[src/rtl/alu_execute_controller.sv]
// -----------------------------------------------------------------------------
// alu_execute_controller
//
// Multi-cycle execute stage that sits in front of an external n-bit ALU. It
// owns the 8-entry general register file. Each instruction is accepted with a
// valid/ready handshake and then steps through IDLE -> LOAD -> EXEC -> WRITE.
//
// Stage registers:
//   *_p0 : instruction fields latched at the handshake (IDLE)
//   *_p1 : operand registers A/B loaded from the register file (LOAD)
//   *_p2 : result register G and carry Cs captured from the ALU (EXEC)
// The WRITE cycle writes G back, updates the flags and pulses done.
//
// Ports:
//   clock, reset        system clock; synchronous active-high reset
//   ins_valid/ins_ready instruction handshake (ready only in IDLE)
//   ins_op/rx/ry        opcode, destination/first source, second source
//   ins_imm_sel/ins_imm second operand select and immediate value
//   alu_x/alu_y         ALU operands (A and B registers)
//   alu_cin/alu_add_sub ALU carry-in and add/subtract control
//   alu_op              ALU function select (00 add/sub, 01 and)
//   alu_result/alu_cout ALU result and carry-out
//   done                one-cycle pulse in the WRITE cycle
//   flag_z/c/n          zero, carry and negative flags
//   rd_addr/rd_data     combinational debug read port of the register file
// -----------------------------------------------------------------------------
module alu_execute_controller #(
    parameter int n = 8
) (
    input  logic         clock,
    input  logic         reset,
    input  logic         ins_valid,
    output logic         ins_ready,
    input  logic [2:0]   ins_op,
    input  logic [2:0]   ins_rx,
    input  logic [2:0]   ins_ry,
    input  logic         ins_imm_sel,
    input  logic [n-1:0] ins_imm,
    output logic [n-1:0] alu_x,
    output logic [n-1:0] alu_y,
    output logic         alu_cin,
    output logic         alu_add_sub,
    output logic [1:0]   alu_op,
    input  logic [n-1:0] alu_result,
    input  logic         alu_cout,
    output logic         done,
    output logic         flag_z,
    output logic         flag_c,
    output logic         flag_n,
    input  logic [2:0]   rd_addr,
    output logic [n-1:0] rd_data
);

    localparam int H = n / 2;

    localparam logic [2:0] OP_MV  = 3'b000;
    localparam logic [2:0] OP_MVT = 3'b001;
    localparam logic [2:0] OP_ADD = 3'b010;
    localparam logic [2:0] OP_SUB = 3'b011;
    localparam logic [2:0] OP_AND = 3'b100;
    localparam logic [2:0] OP_CMP = 3'b101;

    typedef enum logic [1:0] {
        IDLE  = 2'd0,
        LOAD  = 2'd1,
        EXEC  = 2'd2,
        WRITE = 2'd3
    } state_t;

    state_t       state;

    logic [n-1:0] regs [8];

    logic [2:0]   op_p0;
    logic [2:0]   rx_p0;
    logic [2:0]   ry_p0;
    logic         imm_sel_p0;
    logic [n-1:0] imm_p0;

    logic [n-1:0] a_p1;
    logic [n-1:0] b_p1;

    logic [n-1:0] g_p2;
    logic         cs_p2;

    // mvt result: low half of B becomes the top half, low half of A stays low.
    function automatic logic [n-1:0] pack_low_halves(input logic [n-1:0] hi_src,
                                                     input logic [n-1:0] lo_src);
        return {hi_src[H-1:0], lo_src[H-1:0]};
    endfunction

    // Opcodes whose result comes from the ALU.
    function automatic logic uses_alu(input logic [2:0] op);
        return (op == OP_ADD) || (op == OP_SUB) || (op == OP_AND) || (op == OP_CMP);
    endfunction

    // Opcodes that update Z, N and C together.
    function automatic logic sets_all_flags(input logic [2:0] op);
        return (op == OP_ADD) || (op == OP_SUB) || (op == OP_CMP);
    endfunction

    // Opcodes that write G back into R[rx]; cmp and nop leave the file alone.
    function automatic logic writes_back(input logic [2:0] op);
        return (op == OP_MV) || (op == OP_MVT) || (op == OP_ADD) ||
               (op == OP_SUB) || (op == OP_AND);
    endfunction

    always_ff @(posedge clock) begin
        if (reset) begin
            state      <= IDLE;
            ins_ready  <= 1'b1;
            done       <= 1'b0;
            flag_z     <= 1'b0;
            flag_c     <= 1'b0;
            flag_n     <= 1'b0;
            for (int i = 0; i < 8; i++) begin
                regs[i] <= '0;
            end
            op_p0      <= '0;
            rx_p0      <= '0;
            ry_p0      <= '0;
            imm_sel_p0 <= 1'b0;
            imm_p0     <= '0;
            a_p1       <= '0;
            b_p1       <= '0;
            g_p2       <= '0;
            cs_p2      <= 1'b0;
        end else begin
            case (state)
                // ---- IDLE: accept and latch the instruction fields ----
                IDLE: begin
                    if (ins_valid) begin
                        op_p0      <= ins_op;
                        rx_p0      <= ins_rx;
                        ry_p0      <= ins_ry;
                        imm_sel_p0 <= ins_imm_sel;
                        imm_p0     <= ins_imm;
                        ins_ready  <= 1'b0;
                        state      <= LOAD;
                    end
                end
                // ---- LOAD: fetch operands into A and B ----
                LOAD: begin
                    a_p1  <= regs[rx_p0];
                    b_p1  <= imm_sel_p0 ? imm_p0 : regs[ry_p0];
                    state <= EXEC;
                end
                // ---- EXEC: capture the result into G ----
                EXEC: begin
                    if (uses_alu(op_p0)) begin
                        g_p2  <= alu_result;
                        cs_p2 <= alu_cout;
                    end else if (op_p0 == OP_MV) begin
                        g_p2 <= b_p1;
                    end else if (op_p0 == OP_MVT) begin
                        g_p2 <= pack_low_halves(b_p1, a_p1);
                    end
                    done  <= 1'b1;
                    state <= WRITE;
                end
                // ---- WRITE: write back, update flags, return to IDLE ----
                WRITE: begin
                    if (writes_back(op_p0)) begin
                        regs[rx_p0] <= g_p2;
                    end
                    if (sets_all_flags(op_p0)) begin
                        flag_z <= (g_p2 == '0);
                        flag_n <= g_p2[n-1];
                        flag_c <= cs_p2;
                    end else if (op_p0 == OP_AND) begin
                        flag_z <= (g_p2 == '0);
                        flag_n <= g_p2[n-1];
                    end
                    done      <= 1'b0;
                    ins_ready <= 1'b1;
                    state     <= IDLE;
                end
                default: begin
                    state <= IDLE;
                end
            endcase
        end
    end

    // ALU control follows the latched opcode once an instruction is in
    // flight; in IDLE and for non-ALU opcodes it defaults to a plain add.
    always_comb begin
        alu_op      = 2'b00;
        alu_add_sub = 1'b0;
        alu_cin     = 1'b0;
        if (state != IDLE) begin
            case (op_p0)
                OP_SUB, OP_CMP: begin
                    alu_add_sub = 1'b1;
                    alu_cin     = 1'b1;
                end
                OP_AND: begin
                    alu_op = 2'b01;
                end
                default: begin
                    alu_op = 2'b00;
                end
            endcase
        end
    end

    assign alu_x   = a_p1;
    assign alu_y   = b_p1;
    assign rd_data = regs[rd_addr];

endmodule

[config.mk]
export PLATFORM = sky130hd
export DESIGN_NAME = alu_execute_controller
export DESIGN_NICKNAME = d
export VERILOG_FILES = /design/src/rtl/alu_execute_controller.sv
export SDC_FILE = /design/constraint.sdc
export NUM_CORES = 1
export LEC_CHECK = 0
export BUFFER_PORTS_ARGS = -buffer_cell sky130_fd_sc_hd__buf_2
export CELL_PAD_IN_SITES_DETAIL_PLACEMENT = 0
export CELL_PAD_IN_SITES_GLOBAL_PLACEMENT = 1
export CORE_MARGIN = 1.5
export CORE_UTILIZATION = 40
export CTS_CLUSTER_SIZE = 28
export DETAILED_ROUTE_END_ITERATION = 16
export PLACE_DENSITY_LB_ADDON = 0.1
export SLEW_MARGIN = 20
export SYNTH_ARGS = -nofsm -noshare
export SYNTH_HDL_FRONTEND = slang
export SYNTH_SLANG_ARGS = --single-unit
[constraint.sdc]
create_clock -name clock -period 2.6 [get_ports clock]
set_input_delay 0.26 -clock clock [delete_from_list [all_inputs] [get_ports clock]]
set_output_delay 0.26 -clock clock [all_outputs]
set_load 0.05 [all_outputs]
# Yosys cells after proc, flatten, opt, wreduce, memory -nomap -nowiden
# Memory sizes are Yosys's and may differ from the RTL's. A register that Yosys moved wholly into a read port is not among the register bits.
# Index checks and enable logic that the tools add are counted.
# classes
n_eq_ne	9
n_mux	28
reduce_logical	24
# ops
op	count
8-bit 2-to-1 mux	5
1-bit 2-to-1 mux	16
2-bit AND reduction	6
3-bit 2-to-1 mux	3
8-bit logical NOT	1
1-bit logical OR	8
2-bit case mux with 4 select lines	1
2-bit nonzero test	4
8-bit OR reduction	1
3-bit by 2-bit equality test with 1-bit output (second input constant)	2
3-bit equality test (second input constant)	2
2-bit equality test (second input constant)	2
1-bit case mux with 2 select lines	2
3-bit by 1-bit equality test with 1-bit output (second input constant)	1
3-bit logical NOT	1
3-bit nonzero test	1
2-bit by 1-bit equality test with 1-bit output (second input constant)	1
2-bit logical NOT	1
2-bit 2-to-1 mux	1
2-bit != test (second input constant)	1
2-bit OR reduction	1
# totals
memories	1
ramBits	64
regBits	42
out_inout_bits	33
# memory_table
memory	depth	width	read_ports	rd_ports_with_merged_regs	write_ports	line_no	source
regs	8	8	3	2	8	72	logic [n-1:0] regs [8];

# Depth between registers and ports, before layout
# Gate-level depths: netlist of the first run.
# depth
depth_word	11
depth_mapped	7
ltp_nobuf	6

# Worst setup path after synthesis of the first run
# Ideal clock, no wire load.
# synth_path
kind	register -> output
from	reg op_p0[1]
to	out alu_op[0]
path_buffers	2
required_time_ns	2.340
arrival_ns	2.132
slack_ns	0.208
path_stages_with_launch	4
path_cell_list	dfxtp_1 -> buf_2 -> buf_2 -> nor4_1
# synth_between
elab_chain_len	3
# synth_rtl
element	line_no	source
from (decl)	74	logic [2:0] op_p0;
from (signal assigned)	133	op_p0 <= ins_op;
3-bit equality test	192	case (op_p0)
1-bit 2-to-1 mux	192	
1-bit 2-to-1 mux	191	if (state != IDLE) begin
to (decl)	43	output logic [1:0] alu_op,
# Every way passes these cells.

==> reports/metrics.yaml, run 1 <==
clock_power_share_pct: 36.0
p_leak_nw: 2.79
placedInstanceArea_um2: 6760
vdd_ir_drop_max_mv: 0.487
tritoncts.num_buffers: 17
pwr-share-comb_pct: 28.0
post_cts_hold_buffer_count: 0
critPathArrivalTime_ns: 2.33
antenna_found_initial: 0
maxCapViolations: 0
cellPowerDensity_nw_per_um2: 912
routed-via-count: 4741
first_pass_grt_wire_length_mm: 27.6
synth_edf_count: 64
cts.clk_slew.worst_paths_ns: 0.05
fraction_of_final_layout_cells_sized_beyond_drive_strength_1_pct: 23.6
postSynthRegisterBits: 117
wirelength_mm: 18.1
seqPwrFrac_pct: 36.1
cts.sink_count: 117
design.die.area_um2: 16400
finalMaxSlewViolations: 0
critPathRequiredTime_ns: 2.69
fp.dieW_um: 128
netlist_area_um2: 6270
grt.met3_usage_pct: 4.51
top_usage_layer: "met2"
sequential_area_share_after_synthesis_pct: 47.6
globalplace.congestion: 0.858
finalHoldViolCount: 0
grtUsageMet1_pct: 31.8
cts.path.max_buffers: 2
worst_slew_slack_as_a_fraction_of_its_limit_pct: 47.3
final_nets: 684
floorplan.core_area_um2: 15300
area_growth_pct: 17.9
grt_setup_unrepaired: "no"
postCtsSetupRepairBufs: 0
total_power_mw: 6.75
cts-resized-gates: 0
first_global_vias: 4717
total_switching_power_mw: 2.32
netlist_instances: 591
critPathKind: "reg2reg"
post-route-min-period_ns: 2.24
clk-insertion-delay-late_ns: 0.41
tightestPinTransition_ns: 0.789
setup.worst_path.start_class: "flip-flop"
globalRouteTotalUtil_pct: 23.2
place.port_buffers: 64
drt_pass1_iterations: 5
placement_rows: 45
ff_latch_area_um2: 2980
fin_setup_tns_ns: 0
power_report.internal_total_mw: 4.43
multi_input_area_um2: 3040
h-tree-depth: 4
clock-root-buffer: "clkbuf_16"
vert_die_dim_um: 128
crit_path_max_fanout: 9
drcViolationCount: 0
ys_types: 47
async_flop_share_pct: 0
tritoncts: "done"
endpoint_kind: "flip-flop"
synth_area_per_cell_um2: 10.6
route.detailed.wl_per_inst_um: 20.8
synthesis.nets: 628
fin_area_um2: 7390
timing.final.setup_violations: 0
boundaryPins: 66
yosys_warnings: 0
n_fill_cell: 1415
largest_net_degree_at_the_start_of_global_routing: 55
starting_density_of_the_core_pct: 41.1
run_status: "finished, final reports clean"
min_path_type: "in2reg"
grt.overflow.total: 0
utilization_pct: 48.5
fin_crit_sh_pct: 86.2
max_freq_mhz: 446
via_per_inst: 5.44
drt_first_iter_violations: 377
met2_track_usage_gr_pct: 36.4
final.setup_skew_ns: 0.00910
synth_flop_cell: "edfxtp_1"
antenna_violating_nets_post_route: 0
p_sw_share_pct: 34.4
dp_hpwl_mm: 13.6
-- metal layers --
metal  share of wire [%]  wire length, um
met1                  47             8600
met3                 4.1              747
met5                   0                0
met2                  46             8380
met4                 2.3              423
-- worst paths after layout --
kind / from / slack, ns / cells after the start / end
setup / recovery: state[0] / 0.36 / 6 / regs[7][7]
hold / removal: ins_imm[6] / 0.08 / 3 / imm_p0[6]
setup reg to reg: state[0] / 0.36 / 6 / regs[7][7]
hold reg to reg: ry_p0[0] / 0.45 / 2 / flip-flop
-- cell usage after synthesis, types with 6 or more instances --
master	number	area share, %
and2_1	66	6.6
nand2_1	65	3.9
edfxtp_1	64	31
mux2i_1	61	9.7
dfxtp_1	53	17
a21oi_1	37	3.0
nor2_1	24	1.4
clkbuf_1	22	1.3
o21ai_0	19	1.5
nand3_1	18	1.4
mux4_2	17	6.1
nor2b_1	17	1.7
mux2_2	15	2.7
o22ai_1	15	1.5
buf_2	14	1.1
or2_2	9	0.90
a22oi_1	8	0.96
nand2b_1	6	0.60
-- worst max-delay path, stage by stage (launching register included) --
cell      delay, ns
dfxtp_1        0.38
ha_1           0.18
buf_4          0.16
nand4b_1       0.20
buf_4          0.21
nor2_1         0.43
or2_2          0.35
-- cell families (layout without fill, tap and decap cells) --
family	after synthesis	in the layout	share of synthesized area (%)
adder cells (fa/ha/maj)	7	7	1.28
AO/OA/AOI/OAI	104	104	10.4
XOR/XNOR	1	1	0.140
other	1	2	0.0598
flip-flops	117	117	47.6
buffers and inverters	50	119	4.01
AND/OR/NAND/NOR	218	218	18.0
multiplexers	93	93	18.5
-- final cells by class --
cell class / count / share of cell area [%]
Clock buffer: 27 / 7.82
Tap cell: 211 / 3.57
Antenna cell: 1 / 0.0338
Timing Repair Buffer: 83 / 6.26
Inverter: 4 / 0.203
Clock inverter: 5 / 0.694
Multi-Input combinational cell: 424 / 41.1
Sequential cell: 117 / 40.4
-- registers in the layout (all words and copies together), names as in the netlist, named ones only --
| signal | cells |
|---|---|
| g_p2 | 8 |
| flag_c | 1 |
| flag_n | 1 |
| cs_p2 | 1 |
| alu_x | 8 |
| done | 1 |
| flag_z | 1 |
| ry_p0 | 3 |
| rx_p0 | 3 |
| op_p0 | 3 |
| imm_sel_p0 | 1 |
| ins_ready | 1 |
| state | 2 |
| imm_p0 | 8 |
| alu_y | 8 |
| regs | 64 |
-- metrics by stage --
step / hold WS [ns] / std cells / worst slack [ns]
after CTS: 0.0675 / 871 / 0.387
after global routing: 0.0791 / 871 / 0.175
final: 0.0844 / 872 / 0.359
after floorplan: 0.396 / 591 / 0.208
after global placement: 0.442 / 839 / 0.387
after detailed placement: 0.451 / 839 / 0.408
-- power by group through the flow --
stage	Sequential [mW]	Clock [mW]	Combinational (mW)
2_1_floorplan	2.59	0	1.20
3_3_place_gp	2.47	0	1.87
3_5_place_dp	2.47	0	1.89
4_1_cts	2.44	2.47	1.90
5_1_grt	2.47	2.55	2.05
6_report	2.43	2.43	1.89
-- placed cells by master (no fill, tap or decap), types with 3 or more instances in the layout --
| cell | netlist | layout |
|---|---|---|
| dfxtp_1 | 53 | 52 |
| o21ai_0 | 19 | 19 |
| clkbuf_1 | 22 | 3 |
| o22a_1 | 4 | 4 |
| or2_2 | 9 | 9 |
| a22o_1 | 4 | 4 |
| ha_1 | 4 | 4 |
| nand2b_1 | 6 | 6 |
| nor2_1 | 24 | 24 |
| a21oi_1 | 37 | 37 |
| mux2_2 | 15 | 15 |
| maj3_1 | 3 | 3 |
| mux2i_1 | 61 | 61 |
| inv_1 | 4 | 4 |
| buf_2 | 14 | 64 |
| o22ai_1 | 15 | 15 |
| clkbuf_16 | 0 | 21 |
| a32oi_1 | 4 | 4 |
| clkinv_2 | 0 | 3 |
| nor4_1 | 3 | 3 |
| edfxtp_1 | 64 | 64 |
| and2_1 | 66 | 66 |
| a22oi_1 | 8 | 8 |
| nor3_1 | 3 | 3 |
| a221oi_1 | 4 | 4 |
| nand2_1 | 65 | 65 |
| clkbuf_8 | 0 | 3 |
| buf_4 | 4 | 19 |
| nor2b_1 | 17 | 17 |
| nand3_1 | 18 | 18 |
| mux4_2 | 17 | 17 |
Note: power is estimated with default switching activity, not from simulation.
==> run 2: changes to the inputs <==
Settings changed: CAP_MARGIN set to 10, CTS_BUF_LIST set to sky130_fd_sc_hd__clkbuf_8.
==> run 2 against run 1 <==
Against the previous run:
- final cell count decreased by 0.11%
- total power decreased by 7.3%
- highest routed layer unchanged
- routed wire length about the same
- critical path depth unchanged
- register-to-register slack about the same
- largest power group unchanged
==> reports/metrics.yaml, run 2 (synthesized netlist as in run 1, its figures left out) <==
pwr-share-comb_pct: 30.1  # was 28.0%
cts-resized-gates: 0  # unchanged
fin_crit_sh_pct: 85.8  # was 86.2%
tightestPinTransition_ns: 0.771  # was 0.789 ns
clock_power_share_pct: 31.0  # was 36.0%
post-route-min-period_ns: 2.23  # was 2.24 ns
globalplace.congestion: 0.858  # unchanged
first_pass_grt_wire_length_mm: 27.6  # about the same
seqPwrFrac_pct: 38.9  # was 36.1%
slowest_delay_ns: 0.42  # was 0.43 ns
setup.worst_path.start_class: "flip-flop"  # unchanged
antenna_violating_nets_post_route: 0  # unchanged
final_cell_count_no_fill: 871  # was 872
crit_path_max_fanout: 9  # unchanged
n_antenna_cell: 0  # was 1
wirelength_mm: 18.2  # was 18.1 mm
drt_pass1_iterations: 5  # unchanged
p_leak_nw: 2.72  # was 2.79 nW
design.die.area_um2: 16400  # unchanged
grtUsageMet1_pct: 31.8  # about the same
critPathRequiredTime_ns: 2.72  # was 2.69 ns
run_status: "finished, final reports clean"  # unchanged
post_cts_hold_buffer_count: 0  # unchanged
place.port_buffers: 64  # unchanged
total_power_mw: 6.26  # was 6.75 mW
critical_path.n_buffers_inverters: 2  # unchanged
critPathKind: "reg2reg"  # unchanged
drt_first_iter_violations: 386  # was 377
utilization_pct: 47.3  # was 48.5%
globalRouteTotalUtil_pct: 23.2  # about the same
postCtsSetupRepairBufs: 0  # unchanged
grt_setup_unrepaired: "no"  # unchanged
worst_path_max_delay_cell: "nor2_1"  # unchanged
finalHoldViolCount: 0  # unchanged
antenna_found_initial: 0  # unchanged
maxCapViolations: 0  # unchanged
cts.clk_slew.worst_paths_ns: 0.07  # was 0.05 ns
total_switching_power_mw: 2.25  # was 2.32 mW
via_per_inst: 5.47  # was 5.44
regMostFlops: "regs"  # unchanged
clk-insertion-delay-late_ns: 0.44  # was 0.41 ns
layout_common_cells: "and2_1 (66), nand2_1 (65), buf_2 (64), edfxtp_1 (64), mux2i_1 (61)"  # unchanged
critPathArrivalTime_ns: 2.35  # was 2.33 ns
crit_path_cell_trace: "ha_1 -> buf_4 -> nand4b_1 -> buf_4 -> nor2_1 -> or2_2"  # unchanged
timing.final.setup_violations: 0  # unchanged
pre_cts_slack_ns: 0.408  # unchanged
floorplan.core_area_um2: 15300  # unchanged
p_sw_share_pct: 35.9  # was 34.4%
starting_density_of_the_core_pct: 41.1  # unchanged
cellPowerDensity_nw_per_um2: 867  # was 912 nW/um^2
mostFrequentLayoutCell: "and2_1"  # unchanged
finalMaxSlewViolations: 0  # unchanged
largest_reg_flops: 64  # unchanged
dp_hpwl_mm: 13.6  # unchanged
cts.sink_count: 117  # unchanged
min_path_type: "in2reg"  # unchanged
final.setup_skew_ns: 0.0123  # was 0.00910 ns
routed-via-count: 4761  # was 4741
fraction_of_final_layout_cells_sized_beyond_drive_strength_1_pct: 23.6  # unchanged
fp.dieW_um: 128  # unchanged
fin_setup_tns_ns: 0  # unchanged
tritoncts.num_buffers: 17  # unchanged
top_usage_layer: "met2"  # unchanged
final_nets: 684  # unchanged
largest_net_degree_at_the_start_of_global_routing: 55  # unchanged
vert_die_dim_um: 128  # unchanged
endpoint_kind: "flip-flop"  # unchanged
critPathMostFrequentCell: "buf_4"  # unchanged
power_report.internal_total_mw: 4.01  # was 4.43 mW
route.detailed.wl_per_inst_um: 20.8  # about the same
area_growth_pct: 15.1  # was 17.9%
boundaryPins: 66  # unchanged
tritoncts: "done"  # unchanged
clock-root-buffer: "clkbuf_8"  # was clkbuf_16
h-tree-depth: 4  # unchanged
placement_rows: 45  # unchanged
grt.met3_usage_pct: 4.38  # was 4.51%
first_global_vias: 4726  # was 4717
placedCellCount: 839  # unchanged
max_freq_mhz: 448  # was 446 MHz
fin_ws_ns: 0.370  # was 0.359 ns
met2_track_usage_gr_pct: 36.3  # was 36.4%
worst_path_dominant_cell_family: "simple AND/OR/NAND/NOR gates"  # unchanged
worst_slew_slack_as_a_fraction_of_its_limit_pct: 48.5  # was 47.3%
cts.path.max_buffers: 2  # unchanged
drcViolationCount: 0  # unchanged
vdd_ir_drop_max_mv: 0.404  # was 0.487 mV
grt.overflow.total: 0  # unchanged
-- run 2: changes by cell type in the layout (fill, tap and decap cells not counted) --
cell,delta
bufinv_16,+4
clkbuf_16,-21
clkbuf_8,+17
inv_1,+3
diode_2,-1
clkbuf_1,-3
-- run 2: path summary, 6_finish.rpt --
kind | start | to | slack, ns | depth (start not counted)
worst max-delay path | state[0] | regs[7][7] | 0.37 | 6
worst min-delay path | ins_imm[1] | imm_p0[1] | 0.05 | 3
worst max register to register | state[0] | regs[7][7] | 0.37 | 6
worst min register to register | ry_p0[0] | flip-flop | 0.46 | 2
-- run 2: final cells by class --
cell class,count,area [um^2]
Inverter,4,15.0
Clock buffer,20,275
Timing Repair Buffer,83,463
Tap cell,211,264
Sequential cell,117,2980
Fill cell,1432,8040
Clock inverter,12,183
Multi-Input combinational cell,424,3040
-- run 2: through the flow --
stage | hold WS [ns] | area (um^2)
global placement | 0.442 | 6760
global route | 0.0262 | 7220
floorplan | 0.396 | 6270
detailed placement | 0.451 | 6760
finish | 0.0498 | 7220
CTS | 0.0238 | 7220
-- run 2: worst register-to-register path, stage by stage (launching register included) --
cell      delay, ns
dfxtp_1        0.39
ha_1           0.19
buf_4          0.16
nand4b_1       0.20
buf_4          0.21
nor2_1         0.42
or2_2          0.35
-- run 2: power by group through the flow --
stage	Clock [mW]	Combinational [mW]	Sequential, mW
6_report	1.94	1.88	2.43
4_1_cts	1.98	1.89	2.43
5_1_grt	2.05	2.05	2.46
2_1_floorplan	0	1.20	2.59
3_3_place_gp	0	1.87	2.47
3_5_place_dp	0	1.89	2.47
-- run 2: metal layers --
metal  vias to the layer above  routed length (um)
met4                         0                 488
met1                      2332                8570
met3                        31                 784
met5                         -                   0
li1                       2252                   -
met2                       146                8310
==> run 3: changes to the inputs <==
Settings changed: CORE_UTILIZATION 40 to 48.
==> run 3 against run 2 <==
Against the previous run:
- maximum frequency fell by 4.3%
- non-clock buffer count up 3
- largest power group unchanged
- combinational power increased by 2%
==> reports/metrics.yaml, run 3 (synthesized netlist as in run 1, its figures left out) <==
finalHoldViolCount: 0  # unchanged
final_nets: 687  # was 684
cellPowerDensity_nw_per_um2: 849  # was 867 nW/um^2
globalplace.congestion: 0.906  # was 0.858
final_cell_count_no_fill: 835  # was 871
min_path_type: "in2reg"  # unchanged
mostFrequentLayoutCell: "and2_1"  # unchanged
post-route-min-period_ns: 2.33  # was 2.23 ns
hold-path-endpoint: "imm_sel_p0"  # was imm_p0[1]
fin_setup_tns_ns: 0  # unchanged
tritoncts.num_buffers: 17  # unchanged
p_sw_share_pct: 38.2  # was 35.9%
power_report.internal_total_mw: 3.74  # was 4.01 mW
slowest_delay_ns: 0.51  # was 0.42 ns
wirelength_mm: 18.6  # was 18.2 mm
cts.sink_count: 117  # unchanged
max_freq_mhz: 429  # was 448 MHz
fraction_of_final_layout_cells_sized_beyond_drive_strength_1_pct: 24.0  # was 23.6%
min_delay_src: "ins_imm_sel"  # was ins_imm[1]
n_antenna_cell: 0  # unchanged
crit-reg2reg-capture: "alu_x[1]"  # was regs[7][7]
route.detailed.wl_per_inst_um: 22.2  # was 20.8 um
placedInstanceArea_um2: 6740  # was 6760 um^2
fin_worst_hold_slack_ns: 0.0496  # was 0.0498 ns
worst_path_dominant_cell_family: "XOR/XNOR gates"  # was simple AND/OR/NAND/NOR gates
h-tree-depth: 4  # unchanged
cts.clk_slew.worst_paths_ns: 0.07  # about the same
vert_die_dim_um: 117  # was 128 um
total_switching_power_mw: 2.32  # was 2.25 mW
largest_reg_flops: 64  # unchanged
final.setup_skew_ns: 0.0171  # was 0.0123 ns
ff2ff_path_depth: 6  # unchanged
total_power_mw: 6.06  # was 6.26 mW
largest_net_degree_at_the_start_of_global_routing: 55  # unchanged
placedCellCount: 803  # was 839
boundaryPins: 66  # unchanged
drt_pass1_iterations: 5  # unchanged
placement_rows: 41  # was 45
floorplan.core_area_um2: 12700  # was 15300 um^2
starting_density_of_the_core_pct: 49.5  # was 41.1%
endpoint_kind: "output pin"  # was flip-flop
drt_first_iter_violations: 469  # was 386
antenna_found_initial: 0  # unchanged
worst_path_max_delay_cell: "xor2_1"  # was nor2_1
drcViolationCount: 0  # unchanged
area_growth_pct: 13.8  # was 15.1%
finalMaxSlewViolations: 0  # unchanged
globalRouteTotalUtil_pct: 28.5  # was 23.2%
critical_path.n_buffers_inverters: 2  # unchanged
via_per_inst: 5.86  # was 5.47
p_leak_nw: 2.69  # was 2.72 nW
critPathRequiredTime_ns: 2.34  # was 2.72 ns
timing.final.setup_violations: 0  # unchanged
setup.worst_path.start_class: "flip-flop"  # unchanged
post_cts_hold_buffer_count: 0  # unchanged
first_global_vias: 4504  # was 4726
clock_power_share_pct: 28.3  # was 31.0%
cts-resized-gates: 0  # unchanged
fin_crit_sh_pct: 89.7  # was 85.8%
dp_hpwl_mm: 13.4  # was 13.6 mm
layout_common_cells: "and2_1 (66), nand2_1 (65), buf_2 (64), edfxtp_1 (64), mux2i_1 (61)"  # unchanged
worst_slew_slack_as_a_fraction_of_its_limit_pct: 45.6  # was 48.5%
cts.path.max_buffers: 2  # unchanged
critPathArrivalTime_ns: 2.07  # was 2.35 ns
clock-root-buffer: "clkbuf_8"  # unchanged
r2r_slack_ns: 0.49  # was 0.37 ns
grt_setup_unrepaired: "no"  # unchanged
first_pass_grt_wire_length_mm: 27.1  # was 27.6 mm
min_delay_path_depth: 3  # unchanged
grt.overflow.total: 0  # unchanged
tightestPinTransition_ns: 0.814  # was 0.771 ns
regMostFlops: "regs"  # unchanged
critPathKind: "reg2out"  # was reg2reg
critical_path.reg2reg.startpoint: "rx_p0[1]"  # was state[0]
tritoncts: "done"  # unchanged
antenna_violating_nets_post_route: 0  # unchanged
pwr-share-comb_pct: 31.7  # was 30.1%
design.die.area_um2: 13800  # was 16400 um^2
crit_path_max_fanout: 21  # was 9
vdd_ir_drop_max_mv: 0.530  # was 0.404 mV
place.port_buffers: 64  # unchanged
run_status: "finished, final reports clean"  # unchanged
clk-insertion-delay-late_ns: 0.46  # was 0.44 ns
seqPwrFrac_pct: 40.0  # was 38.9%
fp.dieW_um: 117  # was 128 um
postCtsSetupRepairBufs: 0  # unchanged
routed-via-count: 4889  # was 4761
crit_path_cell_trace: "buf_4 -> xor2_1 -> and3b_1 -> buf_2"  # was ha_1 -> buf_4 -> nand4b_1 -> buf_4 -> nor2_1 -> or2_2
maxCapViolations: 0  # unchanged
fin_area_um2: 7130  # was 7220 um^2
## run 3: stage by stage
step	setup WS, ns	utilization, %
2_1_floorplan	0.208	-
3_3_place_gp	0.478	53.2
3_5_place_dp	0.491	53.2
4_1_cts	0.277	56.3
5_1_grt	0.197	56.3
6_report	0.269	56.3
## run 3: power by group through the flow
| stage | clock network (mW) | logic [mW] | registers, mW |
|---|---|---|---|
| after detailed placement | 0 | 1.91 | 2.46 |
| after global placement | 0 | 1.90 | 2.45 |
| after floorplan | 0 | 1.20 | 2.59 |
| after CTS | 1.73 | 1.92 | 2.42 |
| final | 1.71 | 1.92 | 2.42 |
| after global routing | 1.82 | 2.07 | 2.45 |
## run 3: cell type report
class | instances | area (um^2)
Fill cell | 1137 | 5540
Multi-Input combinational cell | 424 | 3040
Sequential cell | 117 | 2980
Timing Repair Buffer | 86 | 485
Clock buffer | 17 | 234
Tap cell | 172 | 215
Clock inverter | 15 | 164
Inverter | 4 | 15.0
## run 3: how the worst max path moves through the flow
stage | start | to | slack (ns) | cells after the start
after floorplan | op_p0[1] | alu_op[0] | 0.21 | 3
after global placement | rd_addr[0] | rd_data[0] | 0.48 | 4
after detailed placement | rd_addr[0] | rd_data[0] | 0.49 | 4
after CTS | op_p0[1] | alu_cin | 0.28 | 4
after global routing | op_p0[1] | alu_cin | 0.20 | 4
final | op_p0[1] | alu_cin | 0.27 | 4
## run 3: per-layer routing
| layer | track usage [%] | up-vias | routed length [um] |
|---|---|---|---|
| met3 | 7.83 | 35 | 1230 |
| met2 | 44.6 | 189 | 8840 |
| met5 | 0 | - | 0 |
| met1 | 37.3 | 2404 | 7950 |
| met4 | 12.0 | 0 | 550 |
| li1 | - | 2261 | - |
## run 3: worst reg2reg max path: cells and delay by family (launching register included)
kind / cells / cell delay, ns
flops: 1 / 0.55
compound gates: 3 / 0.45
mux: 1 / 0.37
buf+inv: 2 / 0.62
